$ cat src/rtl/param_rom_arb_pkg.sv
// ============================================================================
// Module      : param_rom_arb_pkg
// Description : Shared state encoding and ROM timing for the parameter ROM arbiter.
// Revision    : 1.0 - initial release
// ============================================================================
`default_nettype none

package param_rom_arb_pkg;

  localparam int ROM_LATENCY = 2;

  typedef enum logic [1:0] {
    IDLE   = 2'd0,
    STREAM = 2'd1,
    DRAIN  = 2'd2
  } arb_state_t;

  // Pointer width that stays legal for a single requester.
  function automatic int ptr_width(input int n);
    return (n > 1) ? $clog2(n) : 1;
  endfunction

endpackage

`default_nettype wire

$ cat src/rtl/rr_arbiter.sv
// ============================================================================
// Module      : rr_arbiter
// Description : Round-robin pick; search starts one above the last owner.
// Revision    : 1.0 - initial release
// ============================================================================
`default_nettype none

module rr_arbiter
  import param_rom_arb_pkg::*;
#(
  parameter int NUM_REQ = 2,
  parameter int PTR_W   = ptr_width(NUM_REQ)
) (
  input  logic [NUM_REQ-1:0] req,
  input  logic [PTR_W-1:0]   last,
  output logic [NUM_REQ-1:0] grant
);

  logic [NUM_REQ-1:0] w_sel;
  int                 w_best_d;

  // Distance above the last owner; the closest requester wins.
  always_comb begin
    w_sel    = '0;
    w_best_d = NUM_REQ;
    for (int j = 0; j < NUM_REQ; j++) begin
      if (req[j] && (((j - int'(last) - 1 + 2 * NUM_REQ) % NUM_REQ) < w_best_d)) begin
        w_best_d = (j - int'(last) - 1 + 2 * NUM_REQ) % NUM_REQ;
        w_sel    = '0;
        w_sel[j] = 1'b1;
      end
    end
  end

  assign grant = w_sel;

endmodule

`default_nettype wire

$ cat src/rtl/param_rom_stream_arbiter.sv
// ============================================================================
// Module      : param_rom_stream_arbiter
// Description : Shares one 2-cycle-latency parameter ROM among requesters,
//               streaming a full DEPTH-word pass per grant with backpressure.
//               Optional macro PARAM_ROM_ARB_HOLD_EN keeps the grant while
//               the owner still requests.
// Revision    : 1.0 - initial release
// ============================================================================
`default_nettype none

module param_rom_stream_arbiter
  import param_rom_arb_pkg::*;
#(
  parameter int NUM_REQ    = 2,
  parameter int DATA_WIDTH = 32,
  parameter int DEPTH      = 24,
  parameter int ADDR_WIDTH = $clog2(DEPTH) + 1
) (
  input  logic                  clk,
  input  logic                  rst,
  input  logic [NUM_REQ-1:0]    req,
  output logic [NUM_REQ-1:0]    grant,
  output logic [NUM_REQ-1:0]    done,
  output logic [ADDR_WIDTH-1:0] rom_addr,
  output logic                  rom_ce,
  input  logic [DATA_WIDTH-1:0] rom_q,
  output logic [DATA_WIDTH-1:0] data_out,
  output logic [NUM_REQ-1:0]    data_out_valid,
  input  logic [NUM_REQ-1:0]    data_out_ready
);

  localparam int                    c_ptr_w     = ptr_width(NUM_REQ);
  localparam logic [ADDR_WIDTH-1:0] c_last_addr = ADDR_WIDTH'(DEPTH - 1);

  logic [1:0]             r_rst_sync;
  logic                   w_rst_n;
  arb_state_t             r_state;
  arb_state_t             w_state_nxt;
  logic [NUM_REQ-1:0]     r_grant;
  logic [NUM_REQ-1:0]     r_done;
  logic [c_ptr_w-1:0]     r_owner;
  logic [c_ptr_w-1:0]     r_ptr;
  logic [ADDR_WIDTH-1:0]  r_addr;
  logic [ROM_LATENCY-1:0] r_v;
  logic [NUM_REQ-1:0]     w_arb_grant;
  logic [c_ptr_w-1:0]     w_arb_idx;
  logic                   w_stall;
  logic                   w_ce;
  logic                   w_issue;
  logic                   w_pass_end;
  logic                   w_hold;

  // Assert immediately, release two edges later so the first active edge is clean.
  always_ff @(posedge clk or negedge rst) begin
    if (!rst) r_rst_sync <= 2'b00;
    else      r_rst_sync <= {r_rst_sync[0], 1'b1};
  end
  assign w_rst_n = r_rst_sync[1];

  rr_arbiter #(
    .NUM_REQ (NUM_REQ),
    .PTR_W   (c_ptr_w)
  ) u_rr_arbiter (
    .req   (req),
    .last  (r_ptr),
    .grant (w_arb_grant)
  );

  always_comb begin
    w_arb_idx = '0;
    for (int i = 0; i < NUM_REQ; i++) begin
      if (w_arb_grant[i]) w_arb_idx = c_ptr_w'(i);
    end
  end

`ifdef PARAM_ROM_ARB_HOLD_EN
  assign w_hold = req[r_owner];
`else
  assign w_hold = 1'b0;
`endif

  assign w_stall    = r_v[ROM_LATENCY-1] & ~data_out_ready[r_owner];
  assign w_ce       = (r_state != IDLE) & ~w_stall;
  assign w_issue    = (r_state == STREAM);
  // Pass ends on the edge that retires the last word from an otherwise empty pipe.
  assign w_pass_end = (r_state == DRAIN) & ~(|r_v[ROM_LATENCY-2:0])
                    & (~r_v[ROM_LATENCY-1] | w_ce);

  always_comb begin
    w_state_nxt = r_state;
    case (r_state)
      IDLE:    if (|req) w_state_nxt = STREAM;
      STREAM:  if (w_ce && (r_addr == c_last_addr)) w_state_nxt = DRAIN;
      DRAIN:   if (w_pass_end) w_state_nxt = w_hold ? STREAM : IDLE;
      default: w_state_nxt = IDLE;
    endcase
  end

  always_ff @(posedge clk or negedge w_rst_n) begin
    if (!w_rst_n) r_state <= IDLE;
    else          r_state <= w_state_nxt;
  end

  always_ff @(posedge clk or negedge w_rst_n) begin
    if (!w_rst_n) begin
      r_grant <= '0;
      r_done  <= '0;
      r_owner <= '0;
      r_ptr   <= c_ptr_w'(NUM_REQ - 1);
      r_addr  <= '0;
      r_v     <= '0;
    end else begin
      r_done <= '0;
      case (r_state)
        IDLE: begin
          if (|req) begin
            r_grant <= w_arb_grant;
            r_owner <= w_arb_idx;
            r_ptr   <= w_arb_idx;
            r_addr  <= '0;
          end
        end
        STREAM, DRAIN: begin
          if (w_ce) begin
            r_v <= {r_v[ROM_LATENCY-2:0], w_issue};
            if (w_issue && (r_addr != c_last_addr)) r_addr <= r_addr + ADDR_WIDTH'(1);
          end
          if (w_pass_end) begin
            r_done <= r_grant;
            r_addr <= '0;
            if (!w_hold) r_grant <= '0;
          end
        end
        default: r_grant <= '0;
      endcase
    end
  end

  assign grant          = r_grant;
  assign done           = r_done;
  assign rom_addr       = r_addr;
  assign rom_ce         = w_ce;
  assign data_out       = rom_q;
  assign data_out_valid = r_v[ROM_LATENCY-1] ? r_grant : '0;

endmodule

`default_nettype wire
$ cat config.mk
export PLATFORM = sky130hd
export DESIGN_NAME = param_rom_stream_arbiter
export DESIGN_NICKNAME = d
export VERILOG_FILES = /design/src/rtl/param_rom_arb_pkg.sv /design/src/rtl/rr_arbiter.sv /design/src/rtl/param_rom_stream_arbiter.sv
export SDC_FILE = /design/constraint.sdc
export NUM_CORES = 1
export LEC_CHECK = 0
export CAP_MARGIN = 5
export CORE_UTILIZATION = 35
export DETAILED_ROUTE_END_ITERATION = 6
export HOLD_SLACK_MARGIN = 0.02
export PLACE_DENSITY = 0.78
export SYNTH_ARGS = -nofsm -noshare
export SYNTH_HDL_FRONTEND = slang
export SYNTH_SLANG_ARGS = --single-unit
$ cat constraint.sdc
create_clock -name clk -period 1.4 [get_ports clk]
set_clock_uncertainty 0.05 [all_clocks]
set_input_delay 0.14 -clock clk [delete_from_list [all_inputs] [get_ports clk]]
set_output_delay 0.14 -clock clk [all_outputs]
set_load 0.01 [all_outputs]
======== Word-level counts from Yosys, hierarchy flattened ========
Index checks and enable logic that the tools add are counted.
W data, S select, Z words.
storage, ports and cells
  output and inout port bits .............. 45
  input port bits ......................... 38
  logic and storage cells ................. 73
  register bits after elaboration ......... 18
operators by class
  bitwise gates (word level) .............. 11
  mux-type cells .......................... 20
  reductions and logical operators ........ 14
  equal/unequal tests ..................... 10
  add/sub/neg operators ................... 7
  $lt $le $gt $ge ......................... 3
operators by type and width
  operator                 count
  $add A32 B4 Y32 const B  2
  $lt A2 B32 Y1            1
  $mux W32                 1
  $sub A32 B2 Y32 const B  1
  $mux W6                  4
  $mux W2                  8
  $pmux W6 S2              1
  $add A6 B1 Y6 const B    1
  $and A1 B1 Y1            6
  $eq A6 B5 Y1 const B     1
  $ne A2 B2 Y1 const B     3
  $ne A3 B3 Y1 const B     2
  $ne A6 B5 Y1 const B     1
  $pmux W2 S3              1
  $reduce_and A2 Y1        3
  $logic_and A1 B1 Y1      4
  $mux W1                  4
  $not A1 Y1               4
  $pmux W2 S2              1
  $reduce_and A4 Y1        1
  $reduce_bool A2 Y1       2
  $reduce_or A2 Y1         2
  $sub A1 B1 Y2 const A    2
  $lt A2 B3 Y1 const B     1
  other kinds (8)          8

======== Longest topological paths before layout ========
  depth after elaboration ................. 12
  gate-level depth with buffers ........... 7
  depth with buffers taken out ............ 6

======== Hierarchy ========
Synthesis repeated with hierarchy kept, for this count alone.
unflattened totals
  cells, all modules ...................... 140
  area, all modules ....................... 1293.7 um2
by module, submodules not included
  module                    area each (um2)  seq. area each (um2)  times used  cells an instance
  param_rom_stream_arbiter  1275.0           451.7                 1           137
  rr_arbiter                18.8             0.0                   1           3

======== Worst setup path after synthesis ========
No wires, ideal clock.
  path type ............................... register to register
  start point ............................. register r_state[0]
  end point ............................... register r_state[0]
  buffers on the path ..................... 0
  stages on the path, launching flop included .. 6
  clock period less this slack ............ 1859 ps
  path slack .............................. -459 ps
  arrival time ............................ 1682 ps
  setup time .............................. 128 ps
  data required time ...................... 1222 ps
  path through ............................ dfrtp_1 > inv_1 > ha_1 > o31a_1 > a2111oi_4 > mux2_1
on the way
  word-level cells in the longest chain between the ends .. 6
  elaborated cells on any way between the ends .. 14
  those cells by class .................... eq/ne: 5; mux: 1; bitwise: 4; reduce/logical: 4
RTL lines
  element                             line                             text
  start, declared                     param_rom_stream_arbiter.sv:37   arb_state_t r_state;
  start signal, assigned              param_rom_stream_arbiter.sv:101  else r_state <= w_state_nxt;
  $reduce_bool A2 Y1                  param_rom_stream_arbiter.sv:83   assign w_ce = (r_state != IDLE) & ~w_stall;
  $and A1 B1 Y1                       param_rom_stream_arbiter.sv:83
  $or A1 B1 Y1                        param_rom_stream_arbiter.sv:87   & (~r_v[ROM_LATENCY-1] | w_ce);
  $and A1 B1 Y1                       param_rom_stream_arbiter.sv:87
  $ne A2 B2 Y1 (no source line)       --
  $reduce_and A3 Y1 (no source line)  --
Parallel ways exist; a longest one is shown, timed or not.
A chain may end at the register's enable or synchronous reset.

======== Final worst setup path ========
  start point ............................. register r_state[0]
  end point ............................... register r_addr[5] (netlist: rom_addr[5])
on the way
  word-level cells in the longest chain between the ends .. 6
  elaborated cells on any way between the ends .. 17
  those cells by class .................... eq/ne: 5; mux: 2; bitwise: 4; reduce/logical: 6
RTL lines
  element                                                                   line                             text
  $reduce_bool A2 Y1                                                        param_rom_stream_arbiter.sv:83
  $and A1 B1 Y1                                                             param_rom_stream_arbiter.sv:83
  $or A1 B1 Y1                                                              param_rom_stream_arbiter.sv:87
  $and A1 B1 Y1                                                             param_rom_stream_arbiter.sv:87
  $ne A3 B3 Y1 (no source line) / $mux W6 (equally long branches)           --
  $reduce_and A4 Y1 (no source line) / $pmux W6 S2 (equally long branches)  --
  end signal, assigned                                                      param_rom_stream_arbiter.sv:126  if (w_issue && (r_addr != c_last_addr)) r_addr <= r_addr + ADDR_WIDTH'(1);
  end, declared                                                             param_rom_stream_arbiter.sv:43   logic [ADDR_WIDTH-1:0] r_addr;
Parallel ways exist; a longest one is shown, timed or not.

==> impl_metrics.env <==
export IMPL_status="finished, violations left"
export IMPL_violations="negative setup slack"
export IMPL_viasPerCell=5.303
export IMPL_intPower_mw=2.259
export IMPL_clk_latency_ns=0.30
export IMPL_maxCapViolCount=0
export IMPL_synth_commonest_cells="buf_4, dfrtp_1, nor2_1, nand2_1"
export IMPL_die_area_um2=3914
export IMPL_core_um2=3416
export IMPL_synth_top_cell_area_share_pct=33.14
export IMPL_path_cells="inv_2, ha_4, or3b_4, o211ai_1, buf_4, o211ai_1, a32o_1"
export IMPL_initial_core_util_pct=37.58
export IMPL_postPlaceCellArea_um2=1580
export IMPL_drive_gt1_share_pct=45.81
export IMPL_rr_startpoint="r_state[0]"
export IMPL_htree_levels=1
export IMPL_synth_area_per_cell_um2=10.03
export IMPL_synth_nets=171
export IMPL_required_ns=1.55
export IMPL_cts_sinks=18
export IMPL_antenna_found_initial=0
export IMPL_wire_per_inst_um=15.75
export IMPL_post_route_worst_setup_slack_ns=-0.5293
export IMPL_globalRouteMet1Util_pct=17.27
export IMPL_io_pins=83
export IMPL_setup_viol=13
export IMPL_endpoint_kind="flop"
export IMPL_grt_max_degree=17
export IMPL_ys_ff_latch=18
export IMPL_rsz0062_at_grt="yes"
export IMPL_post_dp_hpwl_um=2322
export IMPL_vias=1066
export IMPL_cts_tree="done"
export IMPL_r2r_end="rom_addr[5]"
export IMPL_hold_violations=0
export IMPL_antenna_cells=0
export IMPL_synth_area_leaders="dfrtp_1, buf_4, ha_1, o211ai_1, mux2_1"
export IMPL_synth_cell_types=42
export IMPL_fin_nets=199
export IMPL_clk_pin_slew_worst_paths_ns=0.11
export IMPL_grt_first_pass_wirelength_um=5043
export IMPL_fillers=312
export IMPL_seqPwrFrac_pct=21.3
export IMPL_grt_use_total_pct=15.97
export IMPL_yosysWarnings=0
export IMPL_grt_use_met2_pct=28.13
export IMPL_cts_made_buffers=3
export IMPL_grt_overflow=0
export IMPL_grt_busiest_layer="met2"
export IMPL_p_switching_mw=1.507
export IMPL_max_freq_mhz=518.3
export IMPL_rrSetupSlack_ns=-0.53
export IMPL_clockRootBuffer="clkbuf_4"
export IMPL_critical_path_slowest_cell="or3b_4"
export IMPL_synth_seq_area_share_pct=35.19
export IMPL_cp_arrival_ns=2.08
export IMPL_wl_um=3166
export IMPL_crit_top_cell="o211ai_1"
export IMPL_clockPowerShare_pct=7.2
export IMPL_dieHeight_um=62.56
export IMPL_final_cell_area_um2=1728
export IMPL_grt_pass1_vias=1139
export IMPL_syn_area_um2=1284
export IMPL_yosys_area_top_type="dfrtp_1"
export IMPL_areaGrowthSynthToFinish_pct=34.60
export IMPL_powerDensity_nw_per_um2=2179
export IMPL_initialDrtViolationCount=50
export IMPL_place_ws_ns=-0.5159
export IMPL_die_x_um=62.56
export IMPL_power_frac_comb_pct=71.5
export IMPL_whs_ns=0.1212
export IMPL_dr_pass1_iters=6
export IMPL_drc=0
export IMPL_setup_worst_path_start_class="flop"
export IMPL_synthArstFlopShare_pct=100.0
export IMPL_synthFlopType="dfrtp_1"
export IMPL_gr_usage_met3_pct=4.927
export IMPL_cts_buffer_depth=2
export IMPL_hold_path_class="reg2async"
export IMPL_slowest_delay_ns=0.41
export IMPL_leakage_nw=0.8572
export IMPL_post_route_util_pct=50.59
export IMPL_fin_crit_sh_pct=137.8
export IMPL_min_period_ns=1.929
export IMPL_maxSlewViolCount=0
export IMPL_final_cells=201
export IMPL_vdd_drop_max_mv=0.7273
export IMPL_synth_edf_count=0
export IMPL_antenna_left=0
export IMPL_crit_path_max_fanout=4
export IMPL_syn_inst=128
export IMPL_fp_row_count=21
export IMPL_gp_congestion=0.7932
export IMPL_numPortBuffers=18
export IMPL_dp_cells=188
export IMPL_yosysMostFrequentCell="buf_4"
export IMPL_ff2ff_path_depth=7
export IMPL_switching_share_pct=40.02
export IMPL_crit_type="reg2reg"
metal layers:
layer  wire (µm)  up-vias
li1            -      480
met1        1123      504
met2        1663       58
met3         238       24
met4         142        0
met5           0        -
cells in the final DEF, fill, tap and decap left out, types with 2 or more instances in the layout:
cell type / count
a21oi_1: 2
and2_1: 2
and3_1: 2
and4_1: 2
buf_2: 2
buf_4: 31
buf_6: 7
clkbuf_4: 3
clkdlybuf4s50_1: 5
dfrtp_1: 16
dlygate4sd2_1: 7
dlymetal6s2s_1: 3
ha_1: 2
ha_4: 2
inv_2: 2
mux2_4: 4
nand2_1: 5
nand3_1: 3
nor2_1: 5
nor2_2: 2
nor2b_1: 2
nor3_1: 2
o211ai_1: 5
o21a_1: 3
o21ai_1: 2
power groups by stage:
stage | clock (mW) | combinational [mW] | sequential [mW]
after detailed placement | 0 | 2.35 | 0.811
after global routing | 0.313 | 2.89 | 0.819
after CTS | 0.285 | 2.51 | 0.793
final | 0.272 | 2.69 | 0.801
after global placement | 0 | 2.26 | 0.797
after floorplan | 0 | 1.41 | 0.851
worst max path at each step:
stage | startpoint | to | slack, ns | depth (start not counted)
detailed placement | data_out_ready[1] | r_state[0] | -0.52 | 5
global placement | data_out_ready[1] | r_state[0] | -0.46 | 5
CTS | r_state[0] | rom_addr[0] | -0.47 | 6
finish | r_state[0] | rom_addr[5] | -0.53 | 7
floorplan | r_state[0] | rom_addr[0] | -0.35 | 6
global route | r_state[0] | rom_addr[0] | -0.58 | 6
through the flow:
| step | TNS (ns) | power, mW |
|---|---|---|
| 2_1_floorplan | -2.397 | 2.265 |
| 3_3_place_gp | -4.402 | 3.054 |
| 3_5_place_dp | -5.017 | 3.162 |
| 4_1_cts | -4.356 | 3.590 |
| 5_1_grt | -5.925 | 4.018 |
| 6_report | -5.224 | 3.765 |
worst max-delay path: cells and delay by family, from the launching register on:
family                   cells  cell delay, ns
AO/OA/AOI/OAI                3            0.56
adder cells (fa/ha/maj)      1            0.13
buffers and inverters        2            0.28
flip-flops                   1            0.40
AND/OR/NAND/NOR              1            0.41
layout make-up:
| type | instances | area (µm²) | area share, % |
|---|---|---|---|
| clock buffer | 4 | 26.28 | 1.521 |
| inverter | 4 | 20.02 | 1.159 |
| multi-input combinational | 73 | 690.7 | 39.97 |
| sequential | 18 | 452.9 | 26.21 |
| tap | 46 | 57.56 | 3.331 |
| timing repair buffer | 56 | 480.5 | 27.81 |
repair_timing:
item                       in CTS  in global routing
pin swaps                       4                 10
hold endpoints to repair        2                  0
hold buffers                    1                  0
setup endpoints to repair      23                 22
setup buffers                   6                  3
gates resized for setup        24                 17
kinds of logic after synthesis:
kind of cell,Yosys count,synth area share (%)
simple gates,34,14.91
fa+ha+maj,5,4.873
buf+inv,37,20.17
compound gates,28,19.98
flops,18,35.19
other cells,1,0.2921
mux,5,4.580
flip-flops by register name, indices dropped and copies added, names as in the netlist:
register / count
done: 2
grant: 2
r_owner: 1
r_ptr: 1
r_rst_sync: 2
r_state: 2
r_v: 2
rom_addr: 6
Power figures use the tool's default switching activity.
